### config.mk
export PLATFORM = sky130hd
export DESIGN_NAME = keypad_scanner
export DESIGN_NICKNAME = d
export VERILOG_FILES = /design/src/rtl/keypad_scanner_pkg.sv /design/src/rtl/keypad_sync.sv /design/src/rtl/keypad_scanner.sv
export SDC_FILE = /design/constraint.sdc
export NUM_CORES = 1
export LEC_CHECK = 0
export ABC_AREA = 1
export ABC_CLOCK_PERIOD_IN_PS = 4900
export CAP_MARGIN = 20
export CORE_ASPECT_RATIO = 0.5
export CORE_MARGIN = 1.5
export CORE_UTILIZATION = 40
export CTS_BUF_LIST = sky130_fd_sc_hd__clkbuf_8
export DETAILED_ROUTE_END_ITERATION = 8
export GPL_TIMING_DRIVEN = 0
export HOLD_SLACK_MARGIN = 0.12
export SETUP_SLACK_MARGIN = 0.4
export SYNTH_ARGS = -nofsm -noshare
export SYNTH_HDL_FRONTEND = slang
export SYNTH_SLANG_ARGS = --single-unit
export TNS_END_PERCENT = 30
### constraint.sdc
create_clock -name clk -period 4.9 [get_ports clk]
set_input_delay 0.98 -clock clk [delete_from_list [all_inputs] [get_ports clk]]
set_output_delay 0.98 -clock clk [all_outputs]
set_load 0.1 [all_outputs]
### src/rtl/keypad_scanner_pkg.sv
// Shared keypad definitions: FSM states, row drive patterns, scan classes.
// Reused by keypad_scanner, key_encoder and the future top level.
package keypad_scanner_pkg;

    localparam logic ST_IDLE    = 1'b0;
    localparam logic ST_PRESSED = 1'b1;

    typedef enum logic {
        S_IDLE    = ST_IDLE,
        S_PRESSED = ST_PRESSED
    } state_t;

    typedef enum logic [1:0] {
        SCAN_NONE   = 2'd0,
        SCAN_SINGLE = 2'd1,
        SCAN_MULTI  = 2'd2
    } scan_t;

    localparam logic [3:0] COL_NONE   = 4'hF;
    localparam logic [3:0] ROW_DRIVE0 = 4'b1110;
    localparam logic [3:0] ROW_DRIVE1 = 4'b1101;
    localparam logic [3:0] ROW_DRIVE2 = 4'b1011;
    localparam logic [3:0] ROW_DRIVE3 = 4'b0111;

    function automatic logic [3:0] row_drive(input logic [1:0] r);
        logic [3:0] d;
        d = ROW_DRIVE0;
        unique case (r)
            2'd0: d = ROW_DRIVE0;
            2'd1: d = ROW_DRIVE1;
            2'd2: d = ROW_DRIVE2;
            2'd3: d = ROW_DRIVE3;
        endcase
        return d;
    endfunction

    function automatic logic [2:0] low_count(input logic [3:0] c);
        logic [2:0] n;
        n = 3'd0;
        for (int i = 0; i < 4; i++) begin
            n = n + {2'b00, ~c[i]};
        end
        return n;
    endfunction

endpackage

### src/rtl/keypad_sync.sv
// Two-flop synchroniser for asynchronous inputs.
// Resets to all-ones so idle pulled-up lines read inactive.
module keypad_sync #(
    parameter int WIDTH = 4
) (
    input  logic             clk,
    input  logic             rst_n,
    input  logic [WIDTH-1:0] d,
    output logic [WIDTH-1:0] q
);

    logic [WIDTH-1:0] meta;

    always_ff @(posedge clk or negedge rst_n) begin
        if (!rst_n) begin
            meta <= '1;
            q    <= '1;
        end else begin
            meta <= d;
            q    <= meta;
        end
    end

endmodule

### src/rtl/keypad_scanner.sv
// 4x4 keypad row scanner with full-scan debounce and ghost rejection.
// Outputs a row index plus active-low one-hot column for key_encoder.
module keypad_scanner
    import keypad_scanner_pkg::*;
#(
    parameter int SCAN_TICKS     = 50000,
    parameter int DEBOUNCE_SCANS = 5
) (
    input  logic       clk,
    input  logic       rst_n,
    input  logic [3:0] kp_col_n,
    output logic [3:0] kp_row_n,
    output logic [1:0] row,
    output logic [3:0] col,
    output logic       key_valid,
    output logic       key_down
);

    localparam int DW = (SCAN_TICKS > 1) ? $clog2(SCAN_TICKS) : 1;
    localparam logic [DW-1:0] DWELL_LAST = DW'(SCAN_TICKS - 1);
    localparam logic [3:0] DEB = 4'(DEBOUNCE_SCANS);

    logic [3:0]    col_sync;
    logic [DW-1:0] dwell;
    logic [1:0]    scan_row;
    logic          sample_en;
    logic          eval_pending;
    logic [2:0]    lows;

    logic [2:0] ones_rows;
    logic       multi_seen;
    logic [1:0] cand_row;
    logic [3:0] cand_col;

    state_t     state;
    scan_t      res;
    logic [3:0] stable_cnt;
    logic [3:0] release_cnt;
    logic [3:0] stable_next;
    logic [3:0] release_next;
    logic [1:0] prev_row;
    logic [3:0] prev_col;

    keypad_sync #(.WIDTH(4)) u_sync (
        .clk   (clk),
        .rst_n (rst_n),
        .d     (kp_col_n),
        .q     (col_sync)
    );

    assign sample_en = (dwell == DWELL_LAST);
    assign lows      = low_count(col_sync);

    always_ff @(posedge clk or negedge rst_n) begin
        if (!rst_n) begin
            dwell        <= '0;
            scan_row     <= 2'd0;
            kp_row_n     <= ROW_DRIVE0;
            eval_pending <= 1'b0;
        end else begin
            eval_pending <= sample_en && (scan_row == 2'd3);
            if (sample_en) begin
                dwell    <= '0;
                scan_row <= scan_row + 2'd1;
                kp_row_n <= row_drive(scan_row + 2'd1);
            end else begin
                dwell <= dwell + 1'b1;
            end
        end
    end

    // Accumulators are cleared on the evaluation edge; the next
    // row-0 sample is always at least three cycles later.
    always_ff @(posedge clk or negedge rst_n) begin
        if (!rst_n) begin
            ones_rows  <= 3'd0;
            multi_seen <= 1'b0;
            cand_row   <= 2'd0;
            cand_col   <= COL_NONE;
        end else if (eval_pending) begin
            ones_rows  <= 3'd0;
            multi_seen <= 1'b0;
        end else if (sample_en) begin
            if (lows == 3'd1) begin
                ones_rows <= ones_rows + 3'd1;
                cand_row  <= scan_row;
                cand_col  <= col_sync;
            end else if (lows > 3'd1) begin
                multi_seen <= 1'b1;
            end
        end
    end

    function automatic logic [3:0] sat_inc(input logic [3:0] c);
        return (c >= DEB) ? DEB : c + 4'd1;
    endfunction

    always_comb begin
        res          = SCAN_MULTI;
        stable_next  = 4'd0;
        release_next = 4'd0;
        unique case (1'b1)
            (ones_rows == 3'd0 && !multi_seen): res = SCAN_NONE;
            (ones_rows == 3'd1 && !multi_seen): res = SCAN_SINGLE;
            default: res = SCAN_MULTI;
        endcase
        if (res == SCAN_SINGLE) begin
            if (cand_row == prev_row && cand_col == prev_col)
                stable_next = sat_inc(stable_cnt);
            else
                stable_next = 4'd1;
        end
        if (res == SCAN_NONE)
            release_next = sat_inc(release_cnt);
    end

    always_ff @(posedge clk or negedge rst_n) begin
        if (!rst_n) begin
            state       <= S_IDLE;
            stable_cnt  <= 4'd0;
            release_cnt <= 4'd0;
            prev_row    <= 2'd0;
            prev_col    <= COL_NONE;
            row         <= 2'd0;
            col         <= COL_NONE;
            key_valid   <= 1'b0;
            key_down    <= 1'b0;
        end else begin
            key_valid <= 1'b0;
            if (eval_pending) begin
                unique case (state)
                    S_IDLE: begin
                        stable_cnt <= stable_next;
                        if (res == SCAN_SINGLE) begin
                            prev_row <= cand_row;
                            prev_col <= cand_col;
                        end
                        if (stable_next == DEB) begin
                            state       <= S_PRESSED;
                            row         <= cand_row;
                            col         <= cand_col;
                            key_valid   <= 1'b1;
                            key_down    <= 1'b1;
                            release_cnt <= 4'd0;
                        end
                    end
                    S_PRESSED: begin
                        release_cnt <= release_next;
                        if (release_next == DEB) begin
                            state      <= S_IDLE;
                            key_down   <= 1'b0;
                            col        <= COL_NONE;
                            stable_cnt <= 4'd0;
                        end
                    end
                endcase
            end
        end
    end

endmodule

==> flow_summary.yaml, run 1 <==
synth:
  syn-num-nets: 392
  ys_warn_count: 0
  synth_cell_types: 34
  seq_area_frac_synth_pct: 50.43
  synthCells: 367
  ys_ff_latch: 64
  avgSynthCellArea_sq_um: 8.810
  syn_area_sq_um: 3233
timing:
  fin_skew_ns: 0.007037
  fmax_mhz: 335.2
  hold_violations: 0
  worstMarginPinSlew_ns: 0.9704
  setup_viol: 0
  period_share_pct: 60.89
  rsz0062_at_grt: "no"
  final.min_clock_period_ns: 2.984
  finalMaxSlewViolations: 0
  relSlewSlack_pct: 35.10
  setup_tns_ns: 0
clock_tree:
  clk_latency_ns: 0.35
  cts-resized-gates: 0
  clockRootBuffer: "clkbuf_8"
  numCtsBuffers: 9
  cts_tree: "yes"
  cts.sinks: 64
  clockBufferDepth: 2
  cts.reportedPaths.clkPinSlew_ns: 0.06
  h-tree-depth: 3
  cts_setup_buffers: 0
  cts_hold_buf: 0
min_path:
  min_path_type: "reg2reg"
worst_setup_path:
  crit_arrival_ns: 2.00
  cp_num_buf_inv: 1
  crit_type: "reg2out"
  crit_fanout: 2
  r2r_setup_slack_ns: 2.42
  crit_family: "buffers and inverters"
  crit_chain: "clkdlybuf4s50_1"
  cp-start-kind: "flop"
  cp_slowest_stage_delay_ns: 1.12
  crit_path_top_delay_cell: "clkdlybuf4s50_1"
  critical_path_required_ns: 3.92
  cp-end-kind: "output pin"
power_and_ir_drop:
  finalPower_w: 0.001084
  peakVddDrop_mv: 0.1141
  p_comb_share_pct: 2.5
  p_int_w: 0.0008680
  pwr-share-seq_pct: 49.5
  p_leak_nw: 1.851
  p_sw_w: 0.0002164
  clkPwrFrac_pct: 48.0
  swShare_pct: 19.96
  powerDensity_nw_per_um2: 287.7
die:
  core-area_sq_um: 7570
  die_area_sq_um: 8664
  die_w_um: 130.1
  die-height_um: 66.57
  rows: 22
  initial_utilization_pct: 42.71
  pin_count: 18
detailed_routing:
  ant_nets: 0
  route.met3.wl_um: 232
  top_layer: "met4"
  wl_met2_mm: 2.540
  drt_iter0_drc: 87
  dr.pass1.iters: 4
  drc: 0
  wl_per_cell_um: 11.32
  wl_mm: 5.751
  viasPerCell: 4.573
  wl_met1_mm: 2.915
  vias: 2323
grt:
  grt_max_degree: 65
  antenna_found_initial: 0
  grt_pass1_wl_mm: 10.27
  first_global_vias: 2308
  grt-ovfl-total: 0
  grt.total_usage_pct: 15.83
finish:
  diodes: 0
  drive_above_1_share_pct: 19.00
  nFillCells: 718
  final_cell_mix: "nand2_1 (90), inv_1 (53), dfrtp_1 (41), nor2_1 (32)"
  area_delta_synth_final_pct: 16.56
  final_nets: 420
  instances_no_fill: 508
  final_common_cell: "nand2_1"
place:
  port_buffers: 17
  gp_congestion: 0.7872
  place_inst: 492
  hpwl_mm: 4.170
job:
  cap_violations: 0
run_status:
  status: "complete, no violations"
cell type report:
cell class	instances	area [sq um]	share of cell area [%]
Sequential cell	64	1630	43.26
Multi-Input combinational cell	239	1349	35.79
Inverter	60	225.2	5.976
Timing Repair Buffer	17	167.7	4.449
Clock buffer	12	165.2	4.382
Tap cell	108	135.1	3.586
Clock inverter	4	67.56	1.793
Buffer	4	28.78	0.7636
sequential cells by signal (all words and copies together), names as in the netlist:
name          cells
key_down          1
key_valid         1
scan_row          2
col               4
prev_row          2
dwell            16
kp_row_n          4
prev_col          4
cand_col          4
state             1
u_sync.meta       4
stable_cnt        4
release_cnt       4
multi_seen        1
eval_pending      1
ones_rows         3
u_sync.q          4
row               2
cand_row          2
synthesized netlist by cell type:
library cell / n / area, sq um
clkinv_1: 1 / 3.750
nand2_1: 90 / 337.8
nor3b_1: 2 / 15.01
nor2_1: 32 / 120.1
xnor2_1: 1 / 8.760
o21ai_2: 3 / 26.28
buf_4: 1 / 7.510
a31oi_1: 1 / 6.260
a21oi_2: 3 / 26.28
ha_1: 18 / 225.2
inv_1: 51 / 191.4
xor2_1: 4 / 35.03
buf_2: 2 / 10.01
inv_2: 8 / 30.03
nand3_1: 18 / 90.09
nor2_4: 1 / 11.26
nor3_1: 4 / 20.02
nand2_4: 4 / 45.04
nor2_8: 1 / 20.02
fa_1: 1 / 20.02
nor4_4: 1 / 21.27
dfstp_2: 23 / 604.3
dfrtp_1: 41 / 1026
nand2_2: 5 / 31.28
o21ai_1: 3 / 15.01
o21ai_0: 23 / 115.1
nand4_1: 5 / 31.28
nor3_2: 3 / 30.03
a21oi_1: 9 / 45.04
nand3_2: 2 / 20.02
nor2_2: 3 / 18.77
buf_6: 1 / 11.26
o211ai_1: 1 / 7.510
o22ai_1: 1 / 6.260
cells by family (layout without fill, tap and decap cells):
| group | after synthesis | count (layout) | share of synthesized area, % |
|---|---|---|---|
| xor+xnor | 5 | 5 | 1.354 |
| simple gates | 171 | 171 | 25.12 |
| fa+ha+maj | 19 | 19 | 7.585 |
| flops | 64 | 64 | 50.43 |
| compound gates | 44 | 44 | 7.663 |
| buf+inv | 64 | 97 | 7.856 |
worst paths after layout:
check,from,to,depth (start not counted)
worst max-delay path,col[1],col[1],1
worst min-delay path,u_sync.meta[3],u_sync.q[3],0
worst max register to register,u_sync.q[1],cand_row[0],12
worst min register to register,u_sync.meta[3],u_sync.q[3],0
max in group asynchronous,rst_n,stable_cnt[2],1
min in group asynchronous,rst_n,dwell[7],1
power groups by stage:
| stage | sequential [W] | clock (W) | combinational, W |
|---|---|---|---|
| global placement | 0.000546 | 0 | 0.0000269 |
| floorplan | 0.000546 | 0 | 0.0000112 |
| CTS | 0.000537 | 0.000539 | 0.0000280 |
| finish | 0.000537 | 0.000521 | 0.0000267 |
| global route | 0.000537 | 0.000556 | 0.0000312 |
| detailed placement | 0.000546 | 0 | 0.0000279 |
routing by layer:
metal | track usage [%] | up-vias
li1 | - | 1204
met1 | 19.43 | 1078
met5 | 0 | -
met4 | 7.778 | 0
met3 | 5.301 | 6
met2 | 25.20 | 35
metrics by stage:
| step | worst slack [ns] | hold WS (ns) | util, % | cell area (sq um) |
|---|---|---|---|---|
| 2_1_floorplan | 2.572 | 0.3452 | - | 3233 |
| 3_3_place_gp | 0.8068 | 0.3475 | 46.74 | 3538 |
| 3_5_place_dp | 2.275 | 0.3488 | 46.71 | 3536 |
| 4_1_cts | 1.886 | 0.3582 | 49.79 | 3769 |
| 5_1_grt | 1.864 | 0.3627 | 49.79 | 3769 |
| 6_report | 1.916 | 0.3564 | 49.79 | 3769 |
No activity file was read; power rests on OpenSTA's default activity.
==> run 2, diff against run 1 <==
- ABC_CLOCK_PERIOD_IN_PS: 4900 -> 2700
- clock period: 4.9 -> 2.7 ns (I/O delays scaled with it)
==> flow_summary.yaml, run 2 (synthesized netlist as in run 1, its figures left out) <==
run_status:
  status: "complete, no violations"
clock_tree:
  numCtsBuffers: 9
  clockBufferDepth: 2
  cts.reportedPaths.clkPinSlew_ns: 0.07
  clk_latency_ns: 0.35
  cts.sinks: 64
  h-tree-depth: 3
  cts_tree: "yes"
  clockRootBuffer: "clkbuf_8"
timing:
  fmax_mhz: 419.3
  setup_viol: 0
  finalMaxSlewViolations: 0
  worstMarginPinSlew_ns: 0.9644
  period_share_pct: 88.33
  rsz0062_at_grt: "yes"
  final.min_clock_period_ns: 2.385
  hold_violations: 0
  fin_skew_ns: 0.006793
  relSlewSlack_pct: 35.50
worst_setup_path:
  crit_fanout: 2
  crit_arrival_ns: 1.84
  cp_num_buf_inv: 1
  crit_type: "reg2out"
  crit_chain: "clkdlybuf4s50_1"
  crit_path_top_delay_cell: "clkdlybuf4s50_1"
  r2r_start: "u_sync.q[3]"
  crit_family: "buffers and inverters"
  cp_slowest_stage_delay_ns: 1.13
  cp-end-kind: "output pin"
  cp-start-kind: "flop"
  critPathLaunch: "kp_row_n[0]"
  critical_path_required_ns: 2.16
finish:
  nFillCells: 719
  fin_area_sq_um: 3884
  final_nets: 428
  drive_above_1_share_pct: 23.04
  final_common_cell: "nand2_1"
  area_delta_synth_final_pct: 20.12
  final_cell_mix: "nand2_1 (88), inv_1 (49), dfrtp_1 (41), nor2_1 (31)"
  diodes: 0
  regMostFlops: "dwell"
  largest_register_ffs: 16
die:
  die_area_sq_um: 8664
  initial_utilization_pct: 42.71
  pin_count: 18
  core-area_sq_um: 7570
  rows: 22
  die-height_um: 66.57
  die_w_um: 130.1
detailed_routing:
  dr.pass1.iters: 5
  viasPerCell: 4.684
  drc: 0
  vias: 2417
  wl_per_cell_um: 12.00
  drt_iter0_drc: 123
  wl_mm: 6.191
  ant_nets: 0
power_and_ir_drop:
  powerDensity_nw_per_um2: 503.0
  peakVddDrop_mv: 0.2110
  finalPower_w: 0.001953
  p_leak_nw: 1.944
grt:
  first_global_vias: 2451
  grt.total_usage_pct: 16.66
  antenna_found_initial: 0
  grt-ovfl-total: 0
  grt_max_degree: 41
  grt_pass1_wl_mm: 10.88
place:
  placed_area_sq_um: 3558
  hpwl_mm: 4.348
  port_buffers: 17
  gp_congestion: 0.8162
job:
  cap_violations: 0
min_path:
  min_path_type: "in2async"
run 2: cell types whose count changed in the layout (fill, tap and decap cells not counted), sizes merged, moves of 2 or more:
cell	change
buf	+7
clkdlybuf4s50	-7
dlygate4sd2	+6
clkinv	+3
inv	-2
run 2: worst paths after layout:
kind,endpoint,slack (ns),cells after the start
max,kp_row_n[0],0.32,1
min,dwell[15],0.17,1
max reg2reg,cand_row[0],0.36,12
min reg2reg,u_sync.q[3],0.36,0
max in group asynchronous,col[3],1.86,2
min in group clk,u_sync.q[3],0.36,0
run 2: per-layer routing:
metal	vias up	wire length, um	part of all wire, %	GRT usage, %
met5	-	0	0	0
met4	0	59	0.95	5.833
met3	5	281	4.5	6.908
met2	49	2856	46	25.86
met1	1142	2994	48	20.97
li1	1221	-	-	-
run 2: where the power goes:
part | switching [W] | leakage [nW] | internal, W
Clock | 0.000371 | 0.112 | 0.000539
Sequential | 0.00000332 | 0.797 | 0.000971
Combinational | 0.0000410 | 1.03 | 0.0000282
Total | 0.000415 | 1.94 | 0.00154
run 2: final cells by class:
| cell class | count | area (sq um) | area share (%) |
|---|---|---|---|
| clock buffers | 10 | 137.6 | 3.544 |
| inverters | 60 | 225.2 | 5.799 |
| plain buffers | 4 | 32.53 | 0.8376 |
| flip-flops and latches | 64 | 1630 | 41.98 |
| well taps | 108 | 135.1 | 3.479 |
| multi-input cells | 239 | 1386 | 35.70 |
| clock inverters | 6 | 82.58 | 2.126 |
| repair buffers | 25 | 254.0 | 6.540 |
run 2: through the flow:
| stage | setup TNS [ns] | hold WS (ns) | std cells | setup WS (ns) | utilization [%] |
|---|---|---|---|---|---|
| after floorplan | 0 | 0.2444 | 367 | 0.4166 | - |
| after global placement | -43.77 | 0.3474 | 492 | -0.9389 | 46.81 |
| after detailed placement | 0 | 0.3495 | 493 | 0.2416 | 47.01 |
| after CTS | 0 | 0.1842 | 509 | 0.1386 | 49.82 |
| after global routing | 0 | 0.1994 | 516 | 0.2203 | 51.31 |
| final | 0 | 0.1735 | 516 | 0.3150 | 51.31 |
run 2: timing repair:
| action | 4_1_cts | 5_1_grt |
|---|---|---|
| hold endpoints to repair | 0 | 0 |
| hold buffers | 0 | 0 |
| setup endpoints to repair | 20 | 21 |
| setup buffers | 0 | 6 |
| gates resized for setup | 6 | 12 |
| pin swaps | 0 | 4 |
| gates cloned | 0 | 1 |
